<file path="config.mk">
export PLATFORM = sky130hd
export DESIGN_NAME = dp_ram_ctrl
export DESIGN_NICKNAME = d
export VERILOG_FILES = /design/src/rtl/dp_ram_ctrl.sv
export SDC_FILE = /design/constraint.sdc
export NUM_CORES = 1
export LEC_CHECK = 0
export ABC_AREA = 1
export BUFFER_PORTS_ARGS = -buffer_cell sky130_fd_sc_hd__buf_4
export CORE_ASPECT_RATIO = 1.75
export CORE_MARGIN = 5
export CORE_UTILIZATION = 40
export DETAILED_ROUTE_END_ITERATION = 6
export GPL_TIMING_DRIVEN = 0
export PLACE_DENSITY = 0.56
export SYNTH_ARGS = -nofsm -noshare
export SYNTH_HDL_FRONTEND = slang
export SYNTH_SLANG_ARGS = --single-unit
export TNS_END_PERCENT = 20
</file>
<file path="constraint.sdc">
create_clock -name clk -period 1.7 [get_ports clk]
set_clock_uncertainty 0.05 [all_clocks]
set_input_delay 0.425 -clock clk [delete_from_list [all_inputs] [get_ports clk]]
set_output_delay 0.425 -clock clk [all_outputs]
set_load 0.01 [all_outputs]
</file>
<file path="src/rtl/dp_ram_ctrl.sv">
// dp_ram_ctrl: simple dual-port RAM with clear sweep, selectable read latency and read-during-write mode
module dp_ram_ctrl #(
   parameter int DATA_WIDTH = 8,
   parameter int ADDR_WIDTH = 4,
   parameter int RD_LATENCY = 1,
   parameter int RDW_MODE = 0,
   parameter logic [DATA_WIDTH-1:0] FILL_VALUE = '0
) (
   input  logic                  clk,
   input  logic                  rst,
   input  logic                  clear,
   input  logic                  we,
   input  logic [ADDR_WIDTH-1:0] write_addr,
   input  logic [DATA_WIDTH-1:0] data_in,
   input  logic                  re,
   input  logic [ADDR_WIDTH-1:0] read_addr,
   output logic [DATA_WIDTH-1:0] data_out,
   output logic                  rd_valid,
   output logic                  busy,
   output logic                  wr_drop
);
   localparam int DEPTH = 2**ADDR_WIDTH;
   typedef enum logic {SWEEP, RUN} state_t;
   state_t state, state_nxt;
   logic [ADDR_WIDTH-1:0] ptr, ptr_nxt;
   logic [DATA_WIDTH-1:0] mem [DEPTH];
   logic                  wr_user, rd_req, mem_we;
   logic [ADDR_WIDTH-1:0] mem_addr;
   logic [DATA_WIDTH-1:0] mem_din, rd_data;
   logic                  s1_valid, out_valid;
   logic [DATA_WIDTH-1:0] s1_data, out_data;
   // state and sweep pointer register
   always_ff @(posedge clk) begin
      if (rst) begin
         state <= SWEEP;
         ptr   <= '0;
      end else begin
         state <= state_nxt;
         ptr   <= ptr_nxt;
      end
   end
   // next state, sweep/user port arbitration and read-during-write selection
   always_comb begin
      busy      = state == SWEEP;
      wr_user   = state == RUN && !clear && we;
      rd_req    = state == RUN && !clear && re;
      mem_we    = !rst && (busy || wr_user);
      mem_addr  = busy ? ptr : write_addr;
      mem_din   = busy ? FILL_VALUE : data_in;
      rd_data   = (RDW_MODE == 1 && wr_user && write_addr == read_addr) ? data_in : mem[read_addr];
      state_nxt = clear ? SWEEP : (busy && ptr == '1) ? RUN : state;
      ptr_nxt   = (clear || !busy) ? '0 : ptr + 1'b1;
   end
   // storage array; a read in the same edge sees the pre-write word
   always_ff @(posedge clk) begin
      if (mem_we) mem[mem_addr] <= mem_din;
   end
   // optional intermediate read stage used when RD_LATENCY is 2
   always_ff @(posedge clk) begin
      if (rst) begin
         s1_valid <= 1'b0;
         s1_data  <= '0;
      end else begin
         s1_valid <= rd_req;
         if (rd_req) s1_data <= rd_data;
      end
   end
   assign out_valid = RD_LATENCY == 2 ? s1_valid : rd_req;
   assign out_data  = RD_LATENCY == 2 ? s1_data : rd_data;
   // output register: data held between reads, valid pulses once per result
   always_ff @(posedge clk) begin
      if (rst) begin
         data_out <= '0;
         rd_valid <= 1'b0;
      end else begin
         rd_valid <= out_valid;
         if (out_valid) data_out <= out_data;
      end
   end
   // sticky flag for writes requested while the sweep owns the array
   always_ff @(posedge clk) begin
      if (rst) wr_drop <= 1'b0;
      else if (we && (busy || clear)) wr_drop <= 1'b1;
   end
endmodule

</file>
After elaboration in Yosys (flattened, before gate mapping)
Memory sizes are Yosys's and may differ from the RTL's. A register that Yosys moved wholly into a read port is not among the register bits.
Cells that the tools add are included.
{ "classes": {"eq_ne": 1, "bitwise_logic": 1, "reduce_logical": 13, "n_addsub": 1, "n_mux": 4} }
{ "ops": {"columns": ["operator", "n"], "rows": [
  ["8-bit two-way mux", 1],
  ["1-bit logical AND", 6],
  ["4-bit by 1-bit adder with 4-bit output (second input constant)", 1],
  ["4-bit equality test (second input constant)", 1],
  ["4-bit two-way mux", 1],
  ["2-bit OR reduction", 2],
  ["1-bit logical OR", 3],
  ["1-bit zero test", 2],
  ["1-bit two-way mux", 2],
  ["1-bit NOT", 1]
]} }
{ "word_totals": {"output_inout_bits": 11, "wordCells": 25, "n_memories": 1, "ram_bits": 128, "in_bits": 21, "ff_bits": 7} }
{ "mem_list": {"columns": ["name", "words", "word_bits", "read_ports", "rd_ports_with_merged_regs", "write_ports", "line", "rtl"], "rows": [
  ["mem", 16, 8, 1, 1, 1, "26", "logic [DATA_WIDTH-1:0] mem [DEPTH];"]
]} }

Depth between registers and ports, before layout
{ "logic_depth": {"word_depth": 7, "mapped_depth": 10, "mapped_depth_nobuf": 9} }

Worst setup path before layout
OpenSTA, ideal clock, no wires.
{ "synth_timing": {"path_type": "register -> register", "startpoint": "reg state", "endpoint": "mem mem[10][0] (enable)", "path_buffers": 1, "path_slack_ps": -74, "stages_incl_launch_ff": 9, "t_arrival_ps": 1354, "synth_period_minus_slack_ps": 1774, "setup_time_ps": 370, "cell_sequence": "dfxtp_1 > buf_4 > inv_2 > or2_1 > o21ai_2 > inv_1 > nor2_1 > inv_1 > nor2_1"} }
{ "synth_lines": {"columns": ["item", "line", "rtl"], "rows": [
  ["start, declared", "24", "state_t state, state_nxt;"],
  ["start signal, assigned", "38", "state <= state_nxt;"],
  ["1-bit NOT", "44", "busy = state == SWEEP;"],
  ["net busy", "19", "output logic busy,"],
  ["1-bit logical OR", "47", "mem_we = !rst && (busy || wr_user);"],
  ["1-bit logical AND", "47", null],
  ["1-bit two-way mux", "56", "if (mem_we) mem[mem_addr] <= mem_din;"],
  ["1-bit two-way mux (not written as such)", "56", null],
  ["end, declared", "26", null]
]} }
The timed path passes the listed nets, and every way through them passes these cells.

Worst setup path after layout
{ "layout_timing": {"startpoint": "reg state", "endpoint": "mem mem[9][1] (enable)"} }
{ "layout_between": {"elab_chain_len": 6} }
{ "layout_lines": {"columns": ["item", "line", "rtl"], "rows": [
  ["1-bit logical AND (2 in a row)", "45", "wr_user = state == RUN && !clear && we;"],
  ["1-bit logical OR", "47", null],
  ["1-bit logical AND", "47", null],
  ["1-bit two-way mux", "56", null],
  ["1-bit two-way mux (not written as such)", "56", null]
]} }
Parallel ways exist; a longest one is shown, timed or not.

==> flow_summary_export.csv <==
group,metric,value,unit
sta,grt_setup_unrepaired,"true",
min_path,worst_hold_path_type,"in -> reg",
yosys,yosysTopAreaCell,"edfxtp_1",
floorplanning,dieArea,18240,µm²
global_routing,antenna_found_initial,0,
yosys,synthAdderAreaFrac,0.2012,%
worst_setup_path,critPathKind,"reg -> reg",
finish,drive_gt1_share,20.14,%
sta,relSlewSlack,53.28,%
finish,final_cells,896,
sta,setup-violations-final,32,
global_routing,overflow,0,
yosys,synth_compound_area_share,1.388,%
worst_setup_path,cp_slowest_stage_delay,0.32,ns
detailed_routing,vias_per_cell,4.897,
worst_setup_path,arrival,1.85,ns
sta,worstMarginPinSlew,0.7000,ns
detailed_routing,drtIter0Drc,267,
clock_tree,clk_latency,0.42,ns
clock_tree,clkSinkCount,143,
detailed_routing,wire_per_inst,18.52,µm
floorplanning,core-area,15310,µm²
detailed_routing,antenna_left,0,
flow_run,maxCapViolations,0,
clock_tree,path_clk_slew,0.06,ns
yosys,yosysUniqueCellTypes,21,
finish,final_cell_area,7923,µm²
placed_design,dp_hpwl,11220,µm
clock_tree,cts.htree.levels,4,
floorplanning,row_count,60,
power_and_ir_drop,power-per-cell-area,1048,nW/µm²
global_routing,grt_max_degree,17,
finish,fin_util,51.73,%
yosys,syn_area,6218,µm²
clock_tree,ctsHoldBuffers,0,
worst_setup_path,crit_path_start_kind,"register",
clock_tree,cts_tree,"built",
global_routing,grt_pass1_wl,25160,µm
placed_design,dp_cells,843,
yosys,ys_seq_elements,143,
yosys,synth_top_family_by_area,"simple AND/OR/NAND/NOR gates",
floorplanning,start_util,40.60,%
worst_setup_path,path_cells,"buf_6 > inv_4 > or2_1 > o21ai_2 > inv_2 > nor2_4 > inv_4 > nor2_4 > buf_12",
outcome,violations,"negative setup slack",
global_routing,first_global_vias,4544,
yosys,yosysWarnings,0,
finish,final_nets,720,
placed_design,port-buffer-count,28,
floorplanning,die_h,174.9,µm
sta,max_freq,0.5667,GHz
sta,finalMaxSlewViolations,0,
yosys,synth.avg_cell_area,9.886,µm²
detailed_routing,first_pass_iters,5,
worst_setup_path,cp_num_buf_inv,5,
power_and_ir_drop,ir_drop,0.6222,mV
yosys,synth_nets,651,
clock_tree,cts_root_buffer,"clkbuf_16",
floorplanning,fp.dieW,104.3,µm
floorplanning,pin_count,32,
sta,fin_ws,-0.06465,ns
yosys,yosysSeqAreaShare,66.64,%
placed_design,place_area,6661,µm²
placed_design,globalplace.congestion,0.8800,
yosys,syn_inst,629,
sta,period_share,103.8,%
worst_setup_path,crit_required,1.78,ns
detailed_routing,wirelength,16590,µm
worst_setup_path,crit_fanout,8,
yosys,yosys-top-cells-area,"edfxtp_1 (62%), nand2_1 (13%), nand3_1 (7.6%)",
finish,antennaDiodeCount,0,
yosys,synth_xor_xnor_area_share,0.1408,%
yosys,yosysTopAreaCellShare,61.81,%
sta,min_period,1.765,ns
detailed_routing,vias,4388,
global_routing,groute.usage.overall,18.55,%
power_and_ir_drop,leakagePower,3.385,nW
worst_setup_path,cpLargestDelayFamily,"buffers and inverters",
outcome,status,"complete, but fails checks",
power_and_ir_drop,power.total,8.305,mW
worst_setup_path,endpoint_kind,"register",
clock_tree,clockBufferDepth,2,
worst_setup_path,worst_path_max_delay_cell,"dfxtp_2",
yosys,synth-simple-area-share,22.58,%
sta,finalHoldViolations,0,
detailed_routing,route.detailed.drc,0,
clock_tree,cts_buffers,17,
yosys,synthMuxAreaShare,0,%
finish,area_growth,27.40,%
-- layout make-up --
| type | count | area, µm² |
|---|---|---|
| Fill cell | 1364 | 7392 |
| Sequential cell | 143 | 4145 |
| Multi-Input combinational cell | 357 | 1719 |
| Timing Repair Buffer | 50 | 600.6 |
| Clock buffer | 18 | 429.2 |
| Inverter | 102 | 387.9 |
| Tap cell | 186 | 232.7 |
| Clock inverter | 13 | 214.0 |
| Buffer | 27 | 193.9 |
-- state kept, by name, indices dropped and copies added, names as in the netlist --
| register | flops |
|---|---|
| mem | 128 |
| ptr | 4 |
| rd_valid | 1 |
| state | 1 |
| wr_drop | 1 |
| data_out | 8 |
-- routing by layer --
layer / global-route usage (%) / vias up / share of wire [%]
met4: 10.59 / 0 / 5.5
met5: 0 / - / 0
met3: 4.030 / 39 / 4.0
li1: - / 2159 / -
met2: 33.89 / 126 / 54
met1: 19.30 / 2064 / 37
-- cell usage after synthesis, drive strengths merged --
cell type	count
nand2	214
edfxtp	128
inv	102
nand3	94
nor2	28
buf	25
dfxtp	15
a21oi	12
o21ai	3
or2	3
clkbuf	2
ha	1
nor4	1
xnor2	1
-- report_power, final --
group,internal (mW),leakage [nW],switching (mW),total (mW)
Sequential,3.80,1.12,0.00869,3.81
Combinational,0.161,1.95,0.285,0.446
Clock,2.60,0.307,1.45,4.05
Total,6.56,3.38,1.74,8.30
-- cells by family after synthesis --
logic type / Yosys count
adders and majority gates: 1
xor gates and xnor gates: 1
AOI/OAI and AO/OA: 15
and+or+nand+nor: 340
DFF: 143
buffers and inverters: 129
-- metrics by stage --
stage / TNS, ns / hold slack [ns] / setup slack (ns)
finish: -1.354 / 0.1381 / -0.06465
global route: -9.918 / 0.1327 / -0.1390
CTS: -0.001547 / 0.1253 / -0.0008343
detailed placement: -61.74 / 0.3937 / -0.5523
global placement: -56.47 / 0.3949 / -0.5011
floorplan: -5.834 / 0.3797 / -0.07379
-- final timing paths --
kind | start | to | slack [ns] | depth (start not counted)
setup / recovery | state$_SDFFE_PP0P_ | mem[9][1]$_DFFE_PP_ | -0.06 | 9
hold / removal | clear | state$_SDFFE_PP0P_ | 0.14 | 2
setup reg to reg | state$_SDFFE_PP0P_ | mem[9][1]$_DFFE_PP_ | -0.06 | 9
hold reg to reg | wr_drop$_SDFFE_PP0P_ | wr_drop$_SDFFE_PP0P_ | 0.40 | 2
-- what timing repair did --
| action | 4_1_cts | 5_1_grt |
|---|---|---|
| endpoints found under the hold margin | 0 | 0 |
| resized for setup | 47 | 15 |
| setup endpoints to repair | 128 | 131 |
| buffers inserted | 21 | 1 |
| pin swaps | 19 | 10 |
-- placed cells by master, fill, tap and decap left out, types with 2 or more instances in the layout --
cell,instances
nand2_1,211
edfxtp_1,128
inv_1,95
nand3_1,90
buf_4,38
buf_12,18
nor2_4,17
clkbuf_16,17
dfxtp_1,14
buf_2,11
a21oi_1,11
nor2_1,9
buf_6,6
inv_2,5
bufinv_16,5
nand3_4,4
clkinv_4,4
nand2_2,3
clkbuf_1,3
inv_4,2
nor2_2,2
clkinvlp_4,2
Power figures use the tool's default switching activity.
